===== src/rtl/usf_modulo_fold_multi.sv =====
// Multi-channel modulo folder: captures a frame of signed samples and folds each
// lane into [-LAMBDA, LAMBDA-1] with a shared, fixed-length restoring reduction.
module usf_modulo_fold_multi #(
   parameter int CHANNELS = 13,
   parameter int IN_W     = 16,
   parameter int OUT_W    = 12,
   parameter int LAMBDA   = 1024
) (
   input  logic                    clk,
   input  logic                    reset,
   input  logic                    en,
   input  logic signed [IN_W-1:0]  in  [CHANNELS],
   output logic signed [OUT_W-1:0] out [CHANNELS],
   output logic                    busy,
   output logic                    valid
);

   localparam int W    = IN_W + OUT_W + 2;
   localparam int MOD  = 2 * LAMBDA;
   localparam int BIAS = MOD * ((2 ** (IN_W - 1) + MOD - 1) / MOD);
   localparam int KW   = $clog2(IN_W + 1);

   localparam logic [W-1:0]  MOD_W    = W'(MOD);
   localparam logic [W-1:0]  BIAS_W   = W'(BIAS);
   localparam logic [W-1:0]  LAMBDA_W = W'(LAMBDA);
   localparam logic [KW-1:0] K_START  = KW'(IN_W);

   localparam logic [1:0] IDLE   = 2'd0;
   localparam logic [1:0] REDUCE = 2'd1;
   localparam logic [1:0] STORE  = 2'd2;

   logic [1:0]    state;
   logic [KW-1:0] k;
   logic [W-1:0]  r [CHANNELS];
   logic [W-1:0]  mod_k;

   // Subtrahend for the current step, shared by every lane.
   assign mod_k = MOD_W << k;
   assign busy  = (state != IDLE);

   // NOTE: every register here, including the residue array, is cleared on
   // reset so an aborted frame leaves nothing behind; all state updates use <=.
   always_ff @(posedge clk) begin
      if (reset) begin
         state <= IDLE;
         k     <= '0;
         valid <= 1'b0;
         for (int c = 0; c < CHANNELS; c++) begin
            r[c]   <= '0;
            out[c] <= '0;
         end
      end else begin
         valid <= 1'b0;
         case (state)
            IDLE: begin
               if (en) begin
                  // Bias makes the residue non-negative for any signed input.
                  for (int c = 0; c < CHANNELS; c++)
                     r[c] <= {{(W-IN_W){in[c][IN_W-1]}}, in[c]} + LAMBDA_W + BIAS_W;
                  k     <= K_START;
                  state <= REDUCE;
               end
            end
            REDUCE: begin
               for (int c = 0; c < CHANNELS; c++)
                  if (r[c] >= mod_k) r[c] <= r[c] - mod_k;
               if (k == '0) state <= STORE;
               else         k     <= k - 1'b1;
            end
            STORE: begin
               // Residue is now in [0, MOD-1], so the shifted value fits OUT_W.
               for (int c = 0; c < CHANNELS; c++)
                  out[c] <= OUT_W'(r[c] - LAMBDA_W);
               valid <= 1'b1;
               state <= IDLE;
            end
            default: state <= IDLE;
         endcase
      end
   end

endmodule

===== config.mk =====
export PLATFORM = sky130hd
export DESIGN_NAME = usf_modulo_fold_multi
export DESIGN_NICKNAME = d
export VERILOG_FILES = /design/src/rtl/usf_modulo_fold_multi.sv
export SDC_FILE = /design/constraint.sdc
export NUM_CORES = 1
export LEC_CHECK = 0
export ABC_AREA = 1
export CAP_MARGIN = 20
export CORE_AREA = 2 2 319 321
export DETAILED_ROUTE_END_ITERATION = 8
export DIE_AREA = 0 0 321 323
export PLACE_DENSITY = 0.63
export REMOVE_ABC_BUFFERS = 1
export SLEW_MARGIN = 20
export SYNTH_ARGS = -nofsm -noshare
export SYNTH_HDL_FRONTEND = slang
export SYNTH_SLANG_ARGS = --single-unit
export TNS_END_PERCENT = 50

===== constraint.sdc =====
create_clock -name clk -period 7.8 [get_ports clk]
set_input_delay 1.56 -clock clk [delete_from_list [all_inputs] [get_ports clk]]
set_output_delay 1.56 -clock clk [all_outputs]
set_load 0.05 [all_outputs]

* Word level (Yosys, flattened, before mapping) *
Memories as Yosys holds them, arrays and structs flattened.
Cells that the tools add are included.

storage, ports and cells
  memories kept = 1
  output and inout bits = 158
  bits in registers = 164
  logic and storage cells = 212
  bits in writable memories = 390

cells by class
  reduce and logical (&&, ||, !) cells = 6
  eq/ne operators = 5
  magnitude comparators = 13
  mux-type cells = 91
  bitwise gates (word level) = 26
  add/sub/neg operators = 53
  shift operators = 1

memory list
  memory  words  width  rd ports  clocked after memory_dff  wr ports  RTL line  text
  r       13     30     13        0                         13        34        logic [W-1:0] r [CHANNELS];

operator list
  kind                    count
  $mux 30                 26
  $ge 30x30->1            13
  $sub 30x30->30          13
  $add 17x17->18 const B  13
  $add 16x12->17 const B  13
  $sub 12x11->12 const B  13
  $mux 1                  59
  $shl 12x5->30 const A   1
  $or 1x1->1              26
  $mux 5                  2
  $pmux 5 s2              1
  $ne 2x2->1 const B      3
  $logic_not 5->1         1
  $sub 5x1->5 const B     1
  $mux 2                  2
  $pmux 2 s2              1
  $reduce_bool 2->1       2
  $reduce_and 3->1        1
  $eq 2x1->1 const B      1
  $eq 2x2->1 const B      1
  $logic_not 2->1         1
  $reduce_and 2->1        1

* Longest topological paths before layout *
  word-level depth = 7
  mapped depth = 19
  gate-level depth less buffers = 19

* Worst setup path before layout *
OpenSTA, ideal clock, no wires.

  path kind = input -> register
  from = input port reset
  to = memory r[0][30] (netlist bit) (enable)
  slack = 4.300 ns
  data required time = 7.413 ns
  path buffers = 3
  arrival time = 3.113 ns
  stages on the path = 6
  library setup time = 0.387 ns
  cell sequence = buf_2 nor2_8 buf_2 nand2_1 buf_2 nand2_1

RTL lines
  what         RTL line  text
  from (decl)  10        input logic reset,
  to (decl)    34

==> run_results.csv <==
group,metric,value,unit
worst_setup_path,path_max_fanout,22,
cells_and_area,finish.utilization,46.99,%
job,cap_violations,0,
cts,cts_htree_levels,3,
placement,io_buffers,368,
cells_and_area,drive_gt1_share,4.320,%
sta,tns,0,ps
synth,syn_area_per_cell,7.078,um2
cts,clkTransAtPathRegs,60,ps
cells_and_area,nets,6459,
detailed_routing,firstDrtPassIters,6,
power,ir_drop,140.1,uV
placement,dp_hpwl,87930,um
power,p_per_area,301.2,nW/um2
synth,synth_xor_area_share,2.839,%
cts,clkLatencyLatePin,640,ps
detailed_routing,antenna_left,0,
cts,cts-resized-gates,0,
global_routing,grt_remaining_overflow,0,
sta,worst_slew_pin_slew,1025,ps
cts,numCtsBuffers,71,
global_routing,grt_max_degree,210,
sta,setup_ws,2990,ps
cells_and_area,syn2layout_area_growth,18.93,%
sta,hold_viol_final,0,
cells_and_area,final_cell_mix,"nand2_1, nor2_1, inv_1, a21oi_1, nand3_1",
power,leakagePower,22.64,nW
sta,period_share,61.67,%
cells_and_area,final_cells,7354,
synth,postSynthCellCount,5623,
floorplanning,pin_count,369,
detailed_routing,drc,0,
synth,synth_top_family_by_area,"simple AND/OR/NAND/NOR gates",
detailed_routing,num_vias,38340,
floorplanning,die_h,323,um
floorplanning,start_util,39.52,%
placement,gp_congestion,0.9479,
global_routing,grt_pass1_wl,198400,um
sta,slew_headroom,31.64,%
worst_hold_path,hold_start,"r[1][31]",
worst_hold_path,hp-class,"flop to flop",
sta,setup_viol,0,
synth,synthMuxAreaShare,0,%
sta,rsz0062_at_grt,"no",
cts,cts_tree,"built",
cts,postCtsSetupRepairBufs,0,
detailed_routing,wire_per_inst,17.28,um
sta,finalCriticalPeriod,4810,ps
status,status,"complete, no violations",
cts,cts_root_buffer,"clkbuf_16",
floorplanning,die_area,103700,um2
synth,yosys.area_share.simple,30.61,%
detailed_routing,drt_iter0_markers,3007,
synth,synth_fa_ha_area_share,8.331,%
placement,dp_slack,2465,ps
detailed_routing,vias_per_cell,5.213,
global_routing,antenna_found_initial,6,
cells_and_area,fillers,10130,
sta,finalMaxSlewViolations,0,
floorplanning,core_area,100700,um2
worst_setup_path,worstSetupPathType,"flop to flop",
global_routing,grt_use_total,24.05,%
synth,synth_seq_cells,554,
worst_setup_path,cp.arrival,5140,ps
worst_setup_path,crit_required,8130,ps
synth,netlist_area,39800,um2
sta,fmax,0.2079,GHz
floorplanning,std_cell_rows,117,
synth,synth-compound-area-share,12.39,%
synth,ys.warnings.count,0,
global_routing,grt_pass1_vias,36530,
detailed_routing,drt_wl_total,127100,um
sta,finalClockSkew,24.55,ps
floorplanning,die_w,321,um
cts,ctsHoldBuffers,0,
synth,synthDistinctLibCells,43,
cells_and_area,final_common_cell,"nand2_1",
synth,yosysSeqAreaShare,37.68,%
placement,placed_cells,7219,
sta,holdWs,458.3,ps
worst_setup_path,reg2reg_from,"k[1]",
cts,numClockSinks,554,
worst_setup_path,startpoint_type,"flop",
worst_setup_path,startpoint,"k[1]",
cts,cts_buffer_depth,3,
worst_setup_path,end_kind,"flop",
state kept, by name (all words and copies together), names as in the netlist:
name and cells:
out 156, state 2, r 390, valid 1
k 5
synth_stat cells (all sizes together):
cell type / count / share of area [%]
a21boi: 2 / 0.038
a21o: 20 / 0.38
a21oi: 470 / 6.0
and2: 6 / 0.094
buf: 60 / 0.91
clkbuf: 66 / 0.62
clkinv: 1 / 0.013
dfxtp: 164 / 8.2
edfxtp: 390 / 29
ha: 265 / 8.3
inv: 699 / 6.6
nand2: 1475 / 14
nand3: 422 / 5.4
nand3b: 37 / 0.70
nand4: 99 / 1.6
nor2: 752 / 7.2
nor3: 77 / 1.1
nor3b: 5 / 0.094
o211ai: 3 / 0.057
o21a: 1 / 0.019
o21ai: 424 / 5.4
o21bai: 25 / 0.48
o221ai: 3 / 0.066
o22ai: 1 / 0.016
or2: 27 / 0.42
xnor2: 44 / 0.97
xor2: 85 / 1.9
metal layers:
metal | global-route usage (%) | wire [um] | vias up
li1 | - | - | 19360
met1 | 33.51 | 59630 | 17660
met2 | 38.54 | 55800 | 1136
met3 | 3.569 | 8274 | 178
met4 | 7.217 | 3336 | 2
met5 | 0 | 10 | -
worst max-delay path, cell delays in order (launching register included):
cell and delay (ps):
dfxtp_1 340, inv_1 130, ha_1 190, inv_1 40, nor2_1 210, nand2_1 410, buf_4 430, ha_1 430
nand2_1 110, o21bai_1 320, nand3_1 150, nand3_2 310, nand2_2 380, nand2_1 650, buf_4 370
logic make-up after synthesis:
group / after synthesis
simple gates: 2900
compound gates: 949
buf+inv: 826
flops: 554
fa+ha+maj: 265
xor+xnor: 129
through the flow:
| stage | total power [mW] | instance area (um2) |
|---|---|---|
| 3_5_place_dp | 10.76 | 44910 |
| 5_1_grt | 15.38 | 47320 |
| 6_report | 14.26 | 47330 |
| 4_1_cts | 14.27 | 47320 |
| 2_1_floorplan | 8.944 | 39190 |
| 3_3_place_gp | 10.72 | 44890 |
final timing paths:
path                             endpoint  slack (ps)  cells after the start
worst max-delay path            r[0][191]        2990                     14
worst min-delay path              out[37]         460                      2
worst max register to register  r[0][191]        2990                     14
worst min register to register    out[37]         460                      2
layout make-up:
class / count / area (um2) / share of cell area, %
repair buffers: 413 / 4054 / 8.565
diodes: 4 / 10.01 / 0.02115
multi-input cells: 4243 / 21590 / 45.61
flip-flops and latches: 554 / 14990 / 31.68
clock buffers: 97 / 2121 / 4.481
clock inverters: 34 / 287.8 / 0.6080
inverters: 700 / 2641 / 5.580
well taps: 1309 / 1638 / 3.460
power breakdown:
part	internal [mW]	switching, mW
clock network	2.02	1.42
logic	2.24	4.65
registers	3.70	0.233
No activity file was read; power rests on OpenSTA's default activity.
